`src/rtl/switch_allocator.sv`:
```
`default_nettype none
// ============================================================================
// Module   : switch_allocator
// Brief    : Per-output round-robin wormhole switch allocator for a mesh router.
// Revision : 1.0 - initial release
// ============================================================================
module switch_allocator #(
    parameter int PORTS         = 5,
    parameter int REQUEST_WIDTH = 3
) (
    input  logic                             clk,
    input  logic                             rst,
    input  logic [PORTS-1:0]                 in_valid,
    input  logic [PORTS-1:0]                 in_head,
    input  logic [PORTS-1:0]                 in_tail,
    input  logic [PORTS*REQUEST_WIDTH-1:0]   in_request,
    input  logic [PORTS-1:0]                 out_ready,
    output logic [PORTS-1:0]                 in_ready,
    output logic [PORTS-1:0]                 out_valid,
    output logic [PORTS*$clog2(PORTS)-1:0]   sel,
    output logic [PORTS-1:0]                 busy,
    output logic                             err_bad_request
);

    localparam int c_SEL_W = $clog2(PORTS);

    typedef enum logic [0:0] {
        IDLE   = 1'b0,
        LOCKED = 1'b1
    } state_t;

    logic [REQUEST_WIDTH-1:0] w_reqCode [PORTS];
    logic [PORTS-1:0]         w_headValid;
    logic [PORTS-1:0]         w_badRequest;
    logic [PORTS-1:0]         w_lockedInput;
    logic [PORTS-1:0]         w_locked;
    logic [c_SEL_W-1:0]       w_owner [PORTS];
    logic                     r_errBadRequest;

    for (genvar i = 0; i < PORTS; i++) begin : g_in
        assign w_reqCode[i]    = in_request[i*REQUEST_WIDTH +: REQUEST_WIDTH];
        assign w_headValid[i]  = in_valid[i] & in_head[i];
        assign w_badRequest[i] = w_headValid[i] && (32'(w_reqCode[i]) >= 32'(PORTS));
    end

    // An input already holding an output may not compete for another one.
    always_comb begin
        w_lockedInput = '0;
        for (int o = 0; o < PORTS; o++) begin
            if (w_locked[o]) begin
                w_lockedInput[w_owner[o]] = 1'b1;
            end
        end
    end

    for (genvar o = 0; o < PORTS; o++) begin : g_out
        state_t             r_state;
        logic [c_SEL_W-1:0] r_owner;
        logic [c_SEL_W-1:0] r_rrPtr;
        logic [PORTS-1:0]   w_cand;
        logic               w_grantValid;
        logic [c_SEL_W-1:0] w_grantIdx;
        logic               w_release;
        int                 idx;

        always_comb begin
            w_cand = '0;
            for (int i = 0; i < PORTS; i++) begin
                w_cand[i] = w_headValid[i] && !w_lockedInput[i]
                            && (w_reqCode[i] == REQUEST_WIDTH'(o));
            end
        end

        // Scan from the far end so the candidate nearest rr_ptr is the last write.
        always_comb begin
            w_grantValid = 1'b0;
            w_grantIdx   = '0;
            idx          = 0;
            for (int k = PORTS - 1; k >= 0; k--) begin
                idx = int'(r_rrPtr) + k;
                if (idx >= PORTS) begin
                    idx = idx - PORTS;
                end
                if (w_cand[c_SEL_W'(idx)]) begin
                    w_grantValid = 1'b1;
                    w_grantIdx   = c_SEL_W'(idx);
                end
            end
        end

        assign w_release = (r_state == LOCKED) && out_ready[o]
                           && in_valid[r_owner] && in_tail[r_owner];

        always_ff @(posedge clk or negedge rst) begin
            if (!rst) begin
                r_state <= IDLE;
                r_owner <= '0;
                r_rrPtr <= '0;
            end else begin
                case (r_state)
                    IDLE: begin
                        if (w_grantValid) begin
                            r_owner <= w_grantIdx;
                            r_state <= LOCKED;
                        end
                    end
                    LOCKED: begin
                        if (w_release) begin
                            r_state <= IDLE;
                            r_rrPtr <= (r_owner == c_SEL_W'(PORTS - 1)) ? '0
                                                                       : r_owner + c_SEL_W'(1);
                        end
                    end
                endcase
            end
        end

        assign w_locked[o] = (r_state == LOCKED);
        assign w_owner[o]  = r_owner;
    end

    always_comb begin
        in_ready  = '0;
        out_valid = '0;
        sel       = '0;
        busy      = '0;
        for (int o = 0; o < PORTS; o++) begin
            if (w_locked[o]) begin
                busy[o]                       = 1'b1;
                sel[o*c_SEL_W +: c_SEL_W]     = w_owner[o];
                out_valid[o]                  = in_valid[w_owner[o]];
                if (out_ready[o]) begin
                    in_ready[w_owner[o]] = 1'b1;
                end
            end
        end
    end

    always_ff @(posedge clk or negedge rst) begin
        if (!rst) begin
            r_errBadRequest <= 1'b0;
        end else if (|w_badRequest) begin
            r_errBadRequest <= 1'b1;
        end
    end

    assign err_bad_request = r_errBadRequest;

endmodule
`default_nettype wire

```
`config.mk`:
```
export PLATFORM = sky130hd
export DESIGN_NAME = switch_allocator
export DESIGN_NICKNAME = d
export VERILOG_FILES = /design/src/rtl/switch_allocator.sv
export SDC_FILE = /design/constraint.sdc
export NUM_CORES = 1
export LEC_CHECK = 0
export CORE_ASPECT_RATIO = 0.5
export CORE_MARGIN = 2
export CORE_UTILIZATION = 25
export DETAILED_ROUTE_END_ITERATION = 7
export HOLD_SLACK_MARGIN = 0.12
export PLACE_DENSITY_LB_ADDON = 0.1
export SLEW_MARGIN = 20
export SYNTH_ARGS = -nofsm -noshare
export SYNTH_HDL_FRONTEND = slang
export SYNTH_SLANG_ARGS = --single-unit
```
`constraint.sdc`:
```
create_clock -name clk -period 7.2 [get_ports clk]
set_input_delay 1.44 -clock clk [delete_from_list [all_inputs] [get_ports clk]]
set_output_delay 1.44 -clock clk [all_outputs]
set_load 0.02 [all_outputs]
```
# ---- Word level (Yosys, flattened, before mapping)
# Cells that the tools add are included.
dict set report word_totals {
  out_inout_bits 31
  word_cells 480
  in_bits 37
  reg_bits 36
}
dict set report classes {
  n_eq_ne 25
  muxes 230
  addsub 50
  n_lt_le_gt_ge 65
  reduce_logical 76
  n_bitwise 18
}
# operator n
set op_table {}
lappend op_table {{$mux W3} 60}
lappend op_table {{$lt A3 B5 Y1 const B} 25}
lappend op_table {{$mux W1} 110}
lappend op_table {{$bmux W1 S3} 35}
lappend op_table {{$ge A4 B3 Y1 const B} 20}
lappend op_table {{$mux W5} 15}
lappend op_table {{$sub A3 B3 Y3 const B} 25}
lappend op_table {{$logic_and A1 B1 Y1} 55}
lappend op_table {{$add A3 B2 Y4 const B} 10}
lappend op_table {{$or A5 B5 Y5} 8}
lappend op_table {{$eq A3 B2 Y1 const B} 10}
lappend op_table {{$eq A3 B3 Y1 const B} 10}
lappend op_table {{$ge A3 B3 Y1 const B} 10}
lappend op_table {{$add A3 B1 Y4 const B} 5}
lappend op_table {{$add A3 B3 Y4 const B} 5}
lappend op_table {{$lt A3 B4 Y1 const B} 5}
lappend op_table {{$reduce_and A2 Y1} 10}
lappend op_table {{$add A3 B1 Y3 const B} 5}
lappend op_table {{$demux W1 S3} 5}
lappend op_table {{$eq A3 B1 Y1 const B} 5}
lappend op_table {{$ge A3 B1 Y1 const B} 5}
lappend op_table {{$logic_not A3 Y1} 5}
lappend op_table {{$pmux W1 S2} 5}
lappend op_table {{$and A1 B1 Y1} 5}
lappend op_table {{3 further kinds} 11}

# ---- Depth between registers and ports, before layout
# Gate-level depths: netlist (run 1).
dict set report logic_depth {
  depth_word 26
  ltp_mapped 14
}

# ---- Least setup slack after synthesis (run 1)
# OpenSTA, ideal clock, no wires.
dict set report synth_path {
  path_type {input port to flip-flop}
  from {input in_valid[2]}
  to {register g_out[2].r_owner[1]}
  setup_slack_ns 3.396
  path_stages 8
  arrival_ns 3.679
  t_required_ns 7.075
  cell_sequence {nand2_1 a2111oi_4 nand4_1 mux4_2 or2_4 o2111a_4 a41oi_4 mux2_4}
}
dict set report synth_via {
  elab_chain_len 12
  word_cells_on_any_way 29
  classes_between {25 x mux; 1 x bitwise; 3 x reduce/logical}
}
# element line_no
set synth_rtl {}
lappend synth_rtl {{start, declared} 13} ;# input logic [PORTS-1:0] in_valid,
lappend synth_rtl {{$and A1 B1 Y1 (*)} 42} ;# assign w_headValid[i] = in_valid[i] & in_head[i];
lappend synth_rtl {{$logic_and A1 B1 Y1 (*)} 69} ;# w_cand[i] = w_headValid[i] && !w_lockedInput[i]
lappend synth_rtl {{$logic_and A1 B1 Y1 (*)} 70} ;# && (w_reqCode[i] == REQUEST_WIDTH'(o));
lappend synth_rtl {{$bmux W1 S3} 84} ;# if (w_cand[c_SEL_W'(idx)]) begin
lappend synth_rtl {{$mux W1 (implied by the code) (2 in series)} 84}
lappend synth_rtl {{$mux W1 (5 in series)} 84}
lappend synth_rtl {{$reduce_and A2 Y1 (no source line)} --}
lappend synth_rtl {{end signal, assigned} 103} ;# r_owner <= w_grantIdx;
lappend synth_rtl {{end, declared} 58} ;# logic [c_SEL_W-1:0] r_owner;
# Every way passes the cells marked *; elsewhere a longest branch is shown, timed or not. The select of a mux whose other input is x is not followed.
# A chain may end at the register's enable or synchronous reset.

# ---- Worst setup path after layout (run 1)
dict set report layout_path {
  from {input in_valid[3]}
  to {output out_valid[3]}
}
dict set report layout_via {
  elab_chain_len 3
}
# element line_no
set layout_rtl {}
lappend layout_rtl {{$bmux W1 S3} 131} ;# out_valid[o] = in_valid[w_owner[o]];
lappend layout_rtl {{$mux W1 (implied by the code)} 131}
lappend layout_rtl {{$mux W1} 128} ;# if (w_locked[o]) begin
lappend layout_rtl {{end, declared} 19} ;# output logic [PORTS-1:0] out_valid,
# No other way between the ends. The select of a mux whose other input is x is not followed.

==> results of run 1 <==
worst min-delay path: stages (launching register included):
cell      delay (ns)
dfrtp_1         0.40
a211oi_1        0.06
nand3_1         0.08
routing by layer:
| layer | up-vias | track usage | wire, um |
|---|---|---|---|
| li1 | 3925 | - | - |
| met1 | 3903 | 0.239 | 13800 |
| met2 | 169 | 0.276 | 12700 |
| met3 | 16 | 0.0200 | 1100 |
| met4 | 0 | 0.0187 | 192 |
| met5 | - | 0 | 0 |
worst paths after layout:
| kind | startpoint | endpoint | cells past startpoint |
|---|---|---|---|
| max | in_valid[3] | out_valid[3] | 6 |
| min | err_bad_request$_DFFE_PN0P_ | err_bad_request$_DFFE_PN0P_ | 2 |
| max reg2reg | g_out[1].r_rrPtr[0]$_DFFE_PN0P_ | g_out[1].r_owner[2]$_DFFE_PN0P_ | 10 |
| min reg2reg | err_bad_request$_DFFE_PN0P_ | err_bad_request$_DFFE_PN0P_ | 2 |
| max in group asynchronous | rst | g_out[2].r_owner[2]$_DFFE_PN0P_ | 1 |
| min in group asynchronous | rst | g_out[4].r_rrPtr[2]$_DFFE_PN0P_ | 1 |
sequential cells by signal, summed over array words and instances (netlist names):
signal,count
err_bad_request,1
g_out.r_owner,15
g_out.r_rrPtr,15
g_out.r_state,5
cell usage after synthesis, types with 10 or more instances:
| cell | number | area (um2) |
|---|---|---|
| nor3_1 | 40 | 200 |
| nor4_1 | 12 | 75.1 |
| a21o_1 | 14 | 105 |
| a21oi_1 | 66 | 330 |
| o31ai_1 | 11 | 82.6 |
| mux2_2 | 21 | 236 |
| nor2_1 | 80 | 300 |
| nor2b_1 | 25 | 156 |
| o22ai_1 | 18 | 113 |
| a22oi_1 | 10 | 75.1 |
| mux2i_1 | 64 | 641 |
| nand4_1 | 26 | 163 |
| nand2b_1 | 21 | 131 |
| a211oi_1 | 10 | 75.1 |
| nand3_1 | 26 | 130 |
| xnor2_1 | 16 | 140 |
| nand2_1 | 84 | 315 |
| a31oi_1 | 23 | 144 |
| dfrtp_1 | 36 | 901 |
| and2_1 | 24 | 150 |
| inv_1 | 48 | 180 |
| buf_2 | 10 | 50.1 |
| clkbuf_1 | 20 | 75.1 |
| and3_1 | 13 | 81.3 |
| o21ai_0 | 52 | 260 |
| ha_1 | 53 | 663 |
cell type report:
cell class / count / area, um2 / share of cell area
Multi-Input combinational cell: 887 / 6480 / 0.724
Tap cell: 423 / 529 / 0.0592
Inverter: 52 / 195 / 0.0218
Timing Repair Buffer: 68 / 673 / 0.0753
Clock buffer: 5 / 125 / 0.0140
Clock inverter: 3 / 42.5 / 0.00476
Sequential cell: 36 / 901 / 0.101
cell families after synthesis:
kind of cell               count (synthesis)  share of synthesized area
and+or+nand+nor                          418                      0.300
AOI/OAI and AO/OA                        294                      0.269
DFF                                       36                      0.116
adders and majority gates                 58                     0.0980
buffers and inverters                     99                     0.0546
xor gates and xnor gates                  22                     0.0247
muxes                                     95                      0.138
power groups by stage:
stage,logic [mW],clock network [mW],registers [mW]
after CTS,3.21,0.261,0.628
after floorplan,2.59,0,0.386
after global routing,3.55,0.273,0.663
final,3.23,0.252,0.626
after detailed placement,3.19,0,0.631
after global placement,3.21,0,0.635
==> metrics.md, run 1 <==
| Metric | Value |
|---|---|
| Status | completed |
| Placed cell areas | between 8000 and 9000 um2 |
| Wire per inst | roughly 19 um |
| CP max-delay cell | clkdlybuf4s50_1 |
| Relative slew slack | 0.401 |
| Fill cells | around 3300 |
| Share of cells above drive strength 1 | 0.0695 |
| Pin count of the biggest net entering global routing | 37 |
| Global-route wire length before repair | about 43 mm |
| Crit path max fanout | 7 |
| Cell variety after synth | approximately 100 |
| Vias | about 8000 |
| Commonest non-fill, non-tap cells in the layout | nand2_1 (84), nor2_1 (80), a21oi_1 (66), clkdlybuf4s50_1 (66), mux2i_1 (64) |
| Max Cap Viol | 0 |
| DRC errors left | 0 |
| Ports | slightly below 70 |
| CTS tree | yes |
| Pins Over Slew Limit | 0 |
| Clock network power share | 0.061 |
| Net Sw Power | 2.36 mW |
| Initial drt markers | 688 |
| Delay-heaviest family, CP | buffers and inverters |
| Critical path class | input pin to output pin |
| Synth Cell Area | between 7000 and 8000 um2 |
| Fin worst setup slack | around 2.3 ns |
| Synth warnings | 0 |
| Post-CTS setup buffer count | 0 |
| Fraction of the yosys area taken by sequential cells | 0.116 |
| Setup_tns | 0 ns |
| Vias in the first global route | ~7600 |
| Clock Latency Late Sink | a little under 0.3 ns |
| CORE AREA | about 31000 um2 |
| Synth Flop Type | dfrtp_1 |
| Most used cell, CP | clkdlybuf4s50_1 |
| Die Width | between 200 and 300 um |
| Crit path DAT | roughly 3.5 ns |
| Dpl hpwl | around 22 mm |
| Worst min path class | register to register |
| Starting Density | 0.255 |
| Post-cts resize count | 0 |
| Cts bufs inserted | 5 |
| Reg clk slew, reported paths | 0.06 ns |
| Flop2flop setup slack | between 2 and 3 ns |
| Reg power frac | 0.152 |
| Buf/Inv on CP | 2 |
| Worst Setup End Kind | output pin |
| H-tree depth | 2 |
| Routability cong. | just under 0.9 |
| Cell Pwr Density | 459 nW/um2 |
| DR vias/cell | 5.44 |
| Final Power | roughly 4 mW |
| Avg Cell Area, Syn | 7.62 um2 |
| Die area | between 30000 and 40000 um2 |
| Util after Layout | 0.293 |
| PortBufs | 67 |
| Fmax | around 0.20 GHz |
| Hold WS | ~0.6 ns |
| Net Count, Synth | between 1000 and 1500 |
| Worst Tran Pin Value | about 0.90 ns |
| Most common cell after layout, fill and taps aside | nand2_1 |
| N_diodes | 0 |
| ANT nets after route | 0 |
| Clk buf depth | 2 |
| Yosys reg bits | 36 |
| Net Sw Frac | 0.574 |
| Count of final setup violators | 0 |
| Async SR Flop Fraction | 1.00 |
| Initial antenna violation count | 0 |
| CTS Sinks | 36 |
| Worst VDD drop | roughly 0.17 mV |
| Logic pwr share | 0.786 |
| Die Height | roughly 130 um |
| TritonRoute pass-1 iters | 5 |
| Post-Syn Instances | 1022 |
| Largest stage delay on the critical path | ~0.55 ns |
| Hold Buf Count CTS | 0 |
| Crit start category | input pin |
| Layout Nets | between 1000 and 1500 |
| Internal cell power | 1.75 mW |
| EDFF count, synth | 0 |
| RSZ-0062 raised after global routing | false |
| All-Layer GR Usage | 0.167 |
| Clock Root Buffer | clkbuf_16 |
| Cell Rows | 45 |
| Design area | 8940 um2 |
| Post-Route WL | between 20 and 30 mm |
| Tmin final | 4.92 ns |
| Leak Pwr | between 3 and 4 nW |
| Placed Instances | 1466 |
| Area Overhead vs Synth | 14.8% |
| Pre-CTS setup slack | between 2 and 2.5 ns |
| Clock Skew | slightly above 0.008 ns |
| Fin cells | 1474 |
| Final Hold Violating Endpoints | 0 |
| Remaining Overflow, GRT | 0 |
| Worst path cell trace | clkdlybuf4s50_1 > mux4_2 > nor2b_1 > a31oi_1 > nor2_1 > clkdlybuf4s50_1 |
| Final period util | 0.683 |
| Req. time, crit path | between 5 and 6 ns |
Note: power is estimated with default switching activity, not from simulation.
==> inputs of run 2 (changes only) <==
Clock period 7.2 ns to 4.55 ns, I/O delays scaled along.
==> run 2 against run 1 <==
Effect of this change: combinational power rose by 65%; first-iteration DRC count fell by 17%; critical endpoint is now g_out[2].r_owner[1]$_DFFE_PN0P_; utilization increased by 0.38 points; final cell count grew 1.2%; critical path depth is 3 higher; sequential cell count unchanged; highest routed layer unchanged; non-clock buffer count is 17 higher.
==> metrics.md, run 2 (synthesis gave the netlist of run 1 again) <==
| Metric | Value |
|---|---|
| Net Sw Power | 3.76 mW (was 2.36 mW) |
| Worst Tran Pin Value | 0.915 ns (was 0.899 ns) |
| Util after Layout | 0.297 (was 0.293) |
| Hold Buf Count CTS | 0 (unchanged) |
| DR WL met2 | 12.8 mm (was 12.7 mm) |
| Worst Reg-to-Reg Cells | 11 (was 10) |
| Die area | 32700 um2 (unchanged) |
| Hold WS | 0.576 ns (was 0.584 ns) |
| Post-cts resize count | 0 (unchanged) |
| ANT nets after route | 0 (unchanged) |
| Pins Over Slew Limit | 0 (unchanged) |
| DRC errors left | 0 (unchanged) |
| DR vias/cell | 5.39 (was 5.44) |
| H-tree depth | 2 (unchanged) |
| PortBufs | 67 (unchanged) |
| All-Layer GR Usage | 0.169 (was 0.167) |
| N_diodes | 0 (unchanged) |
| Leak Pwr | 3.47 nW (was 3.39 nW) |
| CORE AREA | 30500 um2 (unchanged) |
| Logic pwr share | 0.808 (was 0.786) |
| Max Cap Viol | 0 (unchanged) |
| Final period util | 0.865 |
| Remaining Overflow, GRT | 0 (unchanged) |
| Pin count of the biggest net entering global routing | 37 (unchanged) |
| Flop2flop setup slack | 0.74 ns (was 2.83 ns) |
| Clock network power share | 0.061 (about the same) |
| Commonest non-fill, non-tap cells in the layout | nand2_1 (84), nor2_1 (80), a21oi_1 (66), clkdlybuf4s50_1 (66), mux2i_1 (64) (unchanged) |
| Ports | 68 (unchanged) |
| Area of the multi-input gates | 6460 um2 (was 6480 um2) |
| Buf/Inv on CP | 1 (was 2) |
| Count of final setup violators | 0 (unchanged) |
| Routability cong. | 0.865 (was 0.891) |
| Final Hold Violating Endpoints | 0 (unchanged) |
| Top sig layer | met4 (unchanged) |
| CTS tree | yes (unchanged) |
| Worst R2R End | g_out[2].r_owner[1]$_DFFE_PN0P_ (was g_out[1].r_owner[2]$_DFFE_PN0P_) |
| CTS Sinks | 36 (unchanged) |
| Worst Setup End Kind | register (was output pin) |
| Met3 WL | 918 um (was 1.10 mm) |
| Area Overhead vs Synth | 16.3% (was 14.8%) |
| Top Registers | g_out.r_owner (15), g_out.r_rrPtr (15), g_out.r_state (5) (unchanged) |
| Clock Skew | 0.00777 ns (was 0.00816 ns) |
| Cell Rows | 45 (unchanged) |
| Relative slew slack | 0.390 (was 0.401) |
| Vias in the first global route | 7634 (was 7572) |
| Min-Delay Endpoint | err_bad_request$_DFFE_PN0P_ (unchanged) |
| Crit start category | input pin (unchanged) |
| Reg clk slew, reported paths | 0.06 ns (about the same) |
| Crit path max fanout | 7 (unchanged) |
| Share of cells above drive strength 1 | 0.0824 (was 0.0695) |
| TritonRoute pass-1 iters | 5 (unchanged) |
| Register area | 901 um2 (unchanged) |
| Clk buf depth | 2 (unchanged) |
| Die Width | 254 um (unchanged) |
| Post-Route WL | 27.8 mm (about the same) |
| Internal cell power | 2.83 mW (was 1.75 mW) |
| Die Height | 129 um (unchanged) |
| Dpl hpwl | 22.3 mm (was 22.1 mm) |
| Starting Density | 0.255 (unchanged) |
| Worst VDD drop | 0.329 mV (was 0.167 mV) |
| Clock Root Buffer | clkbuf_16 (unchanged) |
| RSZ-0062 raised after global routing | false (unchanged) |
| Crit path DAT | 4.10 ns (was 3.48 ns) |
| Req. time, crit path | 4.71 ns (was 5.76 ns) |
| Wl on met1 | 13.9 mm (was 13.8 mm) |
| CP max-delay cell | a2111oi_4 (was clkdlybuf4s50_1) |
| Hold_sp | err_bad_request$_DFFE_PN0P_ (unchanged) |
| Clock Latency Late Sink | 0.29 ns (about the same) |
| Pre-CTS setup slack | 0.349 ns (was 2.17 ns) |
| Tmin final | 3.93 ns |
| Reg power frac | 0.131 (was 0.152) |
| Hold path cells | 2 (unchanged) |
| Worst min path class | register to register (unchanged) |
| Final Power | 6.60 mW (was 4.11 mW) |
| Critical path class | input pin to register (was input pin to output pin) |
| Vias | 8038 (was 8013) |
| Global-route wire length before repair | 43.7 mm (was 43.2 mm) |
| Setup_tns | 0 ns (unchanged) |
| Initial drt markers | 573 (was 688) |
| Most common cell after layout, fill and taps aside | nand2_1 (unchanged) |
| Cell Pwr Density | 728 nW/um2 (was 459 nW/um2) |
| Post-CTS setup buffer count | 0 (unchanged) |
| Net Sw Frac | 0.571 (was 0.574) |
| Initial antenna violation count | 0 (unchanged) |
| Fin worst setup slack | 0.616 ns (was 2.28 ns) |
| Wire per inst | 18.6 um (was 18.9 um) |
| Reg2Reg Launch Point | g_out[2].r_rrPtr[1]$_DFFE_PN0P_ (was g_out[1].r_rrPtr[0]$_DFFE_PN0P_) |
| Layout Nets | 1162 (was 1145) |
| Largest stage delay on the critical path | 0.60 ns (was 0.55 ns) |
| Cts bufs inserted | 5 (unchanged) |
| Worst path cell trace | clkdlybuf4s50_1 > nand2_1 > a2111oi_4 > nand4_2 > mux4_2 > or2_4 > o2111a_4 > a41oi_4 > mux2_4 (was clkdlybuf4s50_1 > mux4_2 > nor2b_1 > a31oi_1 > nor2_1 > clkdlybuf4s50_1) |
| Fill cells | 3316 (was 3323) |
| Delay-heaviest family, CP | compound AO/OA/AOI/OAI gates (was buffers and inverters) |
| Fmax | 0.254 GHz |
| Status | completed (unchanged) |
[run 2: worst max-delay path by stage]
stage                                         start                               to  cells past startpoint
finish                                  in_valid[1]  g_out[2].r_owner[1]$_DFFE_PN0P_                      9
global route                            in_valid[0]  g_out[4].r_owner[0]$_DFFE_PN0P_                      9
CTS                                     in_valid[3]  g_out[0].r_owner[2]$_DFFE_PN0P_                      9
detailed placement                      in_valid[3]  g_out[0].r_owner[2]$_DFFE_PN0P_                      9
global placement                        in_valid[1]  g_out[2].r_owner[1]$_DFFE_PN0P_                      9
floorplan           g_out[2].r_rrPtr[0]$_DFFE_PN0P_  g_out[2].r_owner[1]$_DFFE_PN0P_                     11
[run 2: layout make-up]
type | count | area share
Timing Repair Buffer | 85 | 0.0884
Inverter | 52 | 0.0215
Multi-Input combinational cell | 887 | 0.714
Tap cell | 423 | 0.0584
Clock inverter | 3 | 0.00470
Clock buffer | 5 | 0.0138
Sequential cell | 36 | 0.0994
[run 2: worst register-to-register path, delay by kind of cell, from the launching register on]
| kind | cells | cell delay [ns] |
|---|---|---|
| AO/OA/AOI/OAI | 4 | 1.52 |
| multiplexers | 3 | 0.70 |
| flip-flops | 1 | 0.57 |
| XOR/XNOR | 1 | 0.32 |
| adder cells (fa/ha/maj) | 1 | 0.29 |
| buffers and inverters | 1 | 0.25 |
| AND/OR/NAND/NOR | 1 | 0.04 |
[run 2: power by group through the flow]
| stage | registers, mW | logic, mW | clock network, mW |
|---|---|---|---|
| floorplan | 0.612 | 4.10 | 0 |
| detailed placement | 0.871 | 5.28 | 0 |
| global placement | 0.872 | 5.31 | 0 |
| global route | 0.910 | 5.87 | 0.430 |
| finish | 0.862 | 5.33 | 0.403 |
| CTS | 0.863 | 5.31 | 0.413 |
[run 2: through the flow]
step                      std cells  area (um2)
final                          1491        9060
after global routing           1491        9060
after CTS                      1491        9060
after detailed placement       1483        8890
after global placement         1483        8890
after floorplan                1022        7790
[run 2: layer usage]
metal	global-route usage	vias to the layer above
met3	0.0176	12
met5	0	-
met2	0.279	174
met1	0.242	3896
met4	0.0235	0
li1	-	3956
==> variant (config.mk and constraints of run 2) <==
`REQUEST_WIDTH`: 3 -> 6.
--- a/src/rtl/switch_allocator.sv
+++ b/src/rtl/switch_allocator.sv
@@ -7,5 +7,5 @@
 module switch_allocator #(
     parameter int PORTS         = 5,
-    parameter int REQUEST_WIDTH = 3
+    parameter int REQUEST_WIDTH = 6
 ) (
     input  logic                             clk,
Interface: changed (resized in_request); port bits go from 68 to 83. No check against the original RTL was run, so the function may have changed too.
==> variant against run 2 <==
Routed wire length up 16%. Sequential share of layout area shrank 0.86 points. Design area is 9.4% higher. Hold slack worse by 0.079 ns. Setup slack worse by 0.093 ns. First-iteration DRC count increased by 18%. Core utilization up 0.31 points. Sequential power shrank 8.8%. Synthesized area increased by 7.8%. Largest power group unchanged. Count of clock-buffer cells in the layout is 1 higher. Power up 0.79%. Sequential cell count unchanged.
==> variant: results (changes against run 2) <==
* Status: complete, no violations
* XOR/XNOR share of the synthesized area at 2.71% (+0.24 points)
* RR Startpoint: g_out[3].r_owner[0]$_DFFE_PN0P_
* Worst IR Drop VDD at 0.196 mV (-40%)
* Pre-CTS WS at 0.250 ns (-0.0995 ns)
* Fin cells at 1651 (+11%)
* Input/output buffers at 82 (+22%)
* Dpl cell area at 9750 um2 (+9.6%)
* WL met2 at 15.1 mm (+18%)
* WL met3 at 1.31 mm (+42%)
* Number of global-route vias before repair at 8869 (+16%)
* Worst Setup SP: g_out[3].r_owner[0]$_DFFE_PN0P_
* Adder-cell share of the synthesized area at 8.79% (-1.0 points)
* Share of cells above drive strength 1 at 9.59% (+1.3 points)
* Post-synthesis mux area share at 12.2% (-1.6 points)
* Starting DRC count in detailed routing at 676 (+18%)
* Slowest cell on crit path: nor4b_1
* Commonest cells post-synth: nor2_1, a21oi_1, nand2_1
* Crit-path max cell delay at 0.93 ns (+0.33 ns)
* Clock skew at 0.00676 ns (-0.00101 ns)
* WL per Instance at 19.5 um (+4.7%)
* M1 WL at 15.4 mm (+11%)
* CP delay by family, top: simple AND/OR/NAND/NOR gates
* Crit Path Max Fanout at 13 (+6)
* Cell leakage power at 0.00370 uW (+6.7%)
* Clk Latency, worst-skew pair at 0.31 ns (+0.02 ns)
* Layout Nets at 1317 (+13%)
* Rel. slew slack at 28.9% (-10 points)
* Routability cong. at 0.887 (+2.5%)
* GRT Overall Usage at 18.3% (+1.4 points)
* Sequential share of the synthesized area at 10.7% (-0.83 points)
* Post-DP HPWL at 26.0 mm (+17%)
* Synth cell types at 107 (+5.9%)
* Routed vias/inst at 5.53 (+2.5%)
* WP data arrival at 4.22 ns (+0.12 ns)
* Placed Cells at 1643 (+11%)
* Synth Area in Compound Gates at 26.1% (-0.87 points)
* First-pass GRT wire length at 51.1 mm (+17%)
variant: metrics by stage:
stage          util [%]  hold WS, ns
3_5_place_dp       29.5        0.490
6_report           30.0        0.497
5_1_grt            30.0        0.529
3_3_place_gp       29.5        0.472
4_1_cts            30.0        0.504
2_1_floorplan         -        0.593
variant: power by group:
group          switching, uW  total [uW]  internal, uW
Sequential               350         786           436
Clock                    156         415           258
Combinational           3300        5450          2150
Total                   3800        6650          2850
variant: cell type report:
cell class | instances | area (um2)
fill | 3577 | 23100
multi-input combinational | 983 | 6960
timing repair buffer | 119 | 1100
sequential | 36 | 901
tap | 441 | 552
inverter | 64 | 240
clock buffer | 6 | 129
clock inverter | 2 | 35.0
variant: worst register-to-register path, delay by kind of cell, from the launching register on:
kind | cells | cell delay, ns
muxes | 2 | 0.65
DFF | 1 | 0.56
and+or+nand+nor | 6 | 2.41
AOI/OAI and AO/OA | 1 | 0.28
variant: worst paths after layout:
check / to / depth (start not counted) / slack [ns]
max: g_out[1].r_owner[0]$_DFFE_PN0P_ / 9 / 0.52
min: err_bad_request$_DFFE_PN0P_ / 2 / 0.50
max reg2reg: g_out[1].r_owner[0]$_DFFE_PN0P_ / 9 / 0.52
min reg2reg: err_bad_request$_DFFE_PN0P_ / 2 / 0.50
max in group asynchronous: g_out[0].r_owner[2]$_DFFE_PN0P_ / 1 / 3.55
min in group asynchronous: g_out[2].r_rrPtr[1]$_DFFE_PN0P_ / 1 / 0.59
variant: layer usage:
metal / vias to the layer above / GRT usage (%)
li1: 4437 / -
met1: 4444 / 25.1
met2: 216 / 31.0
met3: 26 / 2.26
met4: 0 / 3.33
met5: - / 0
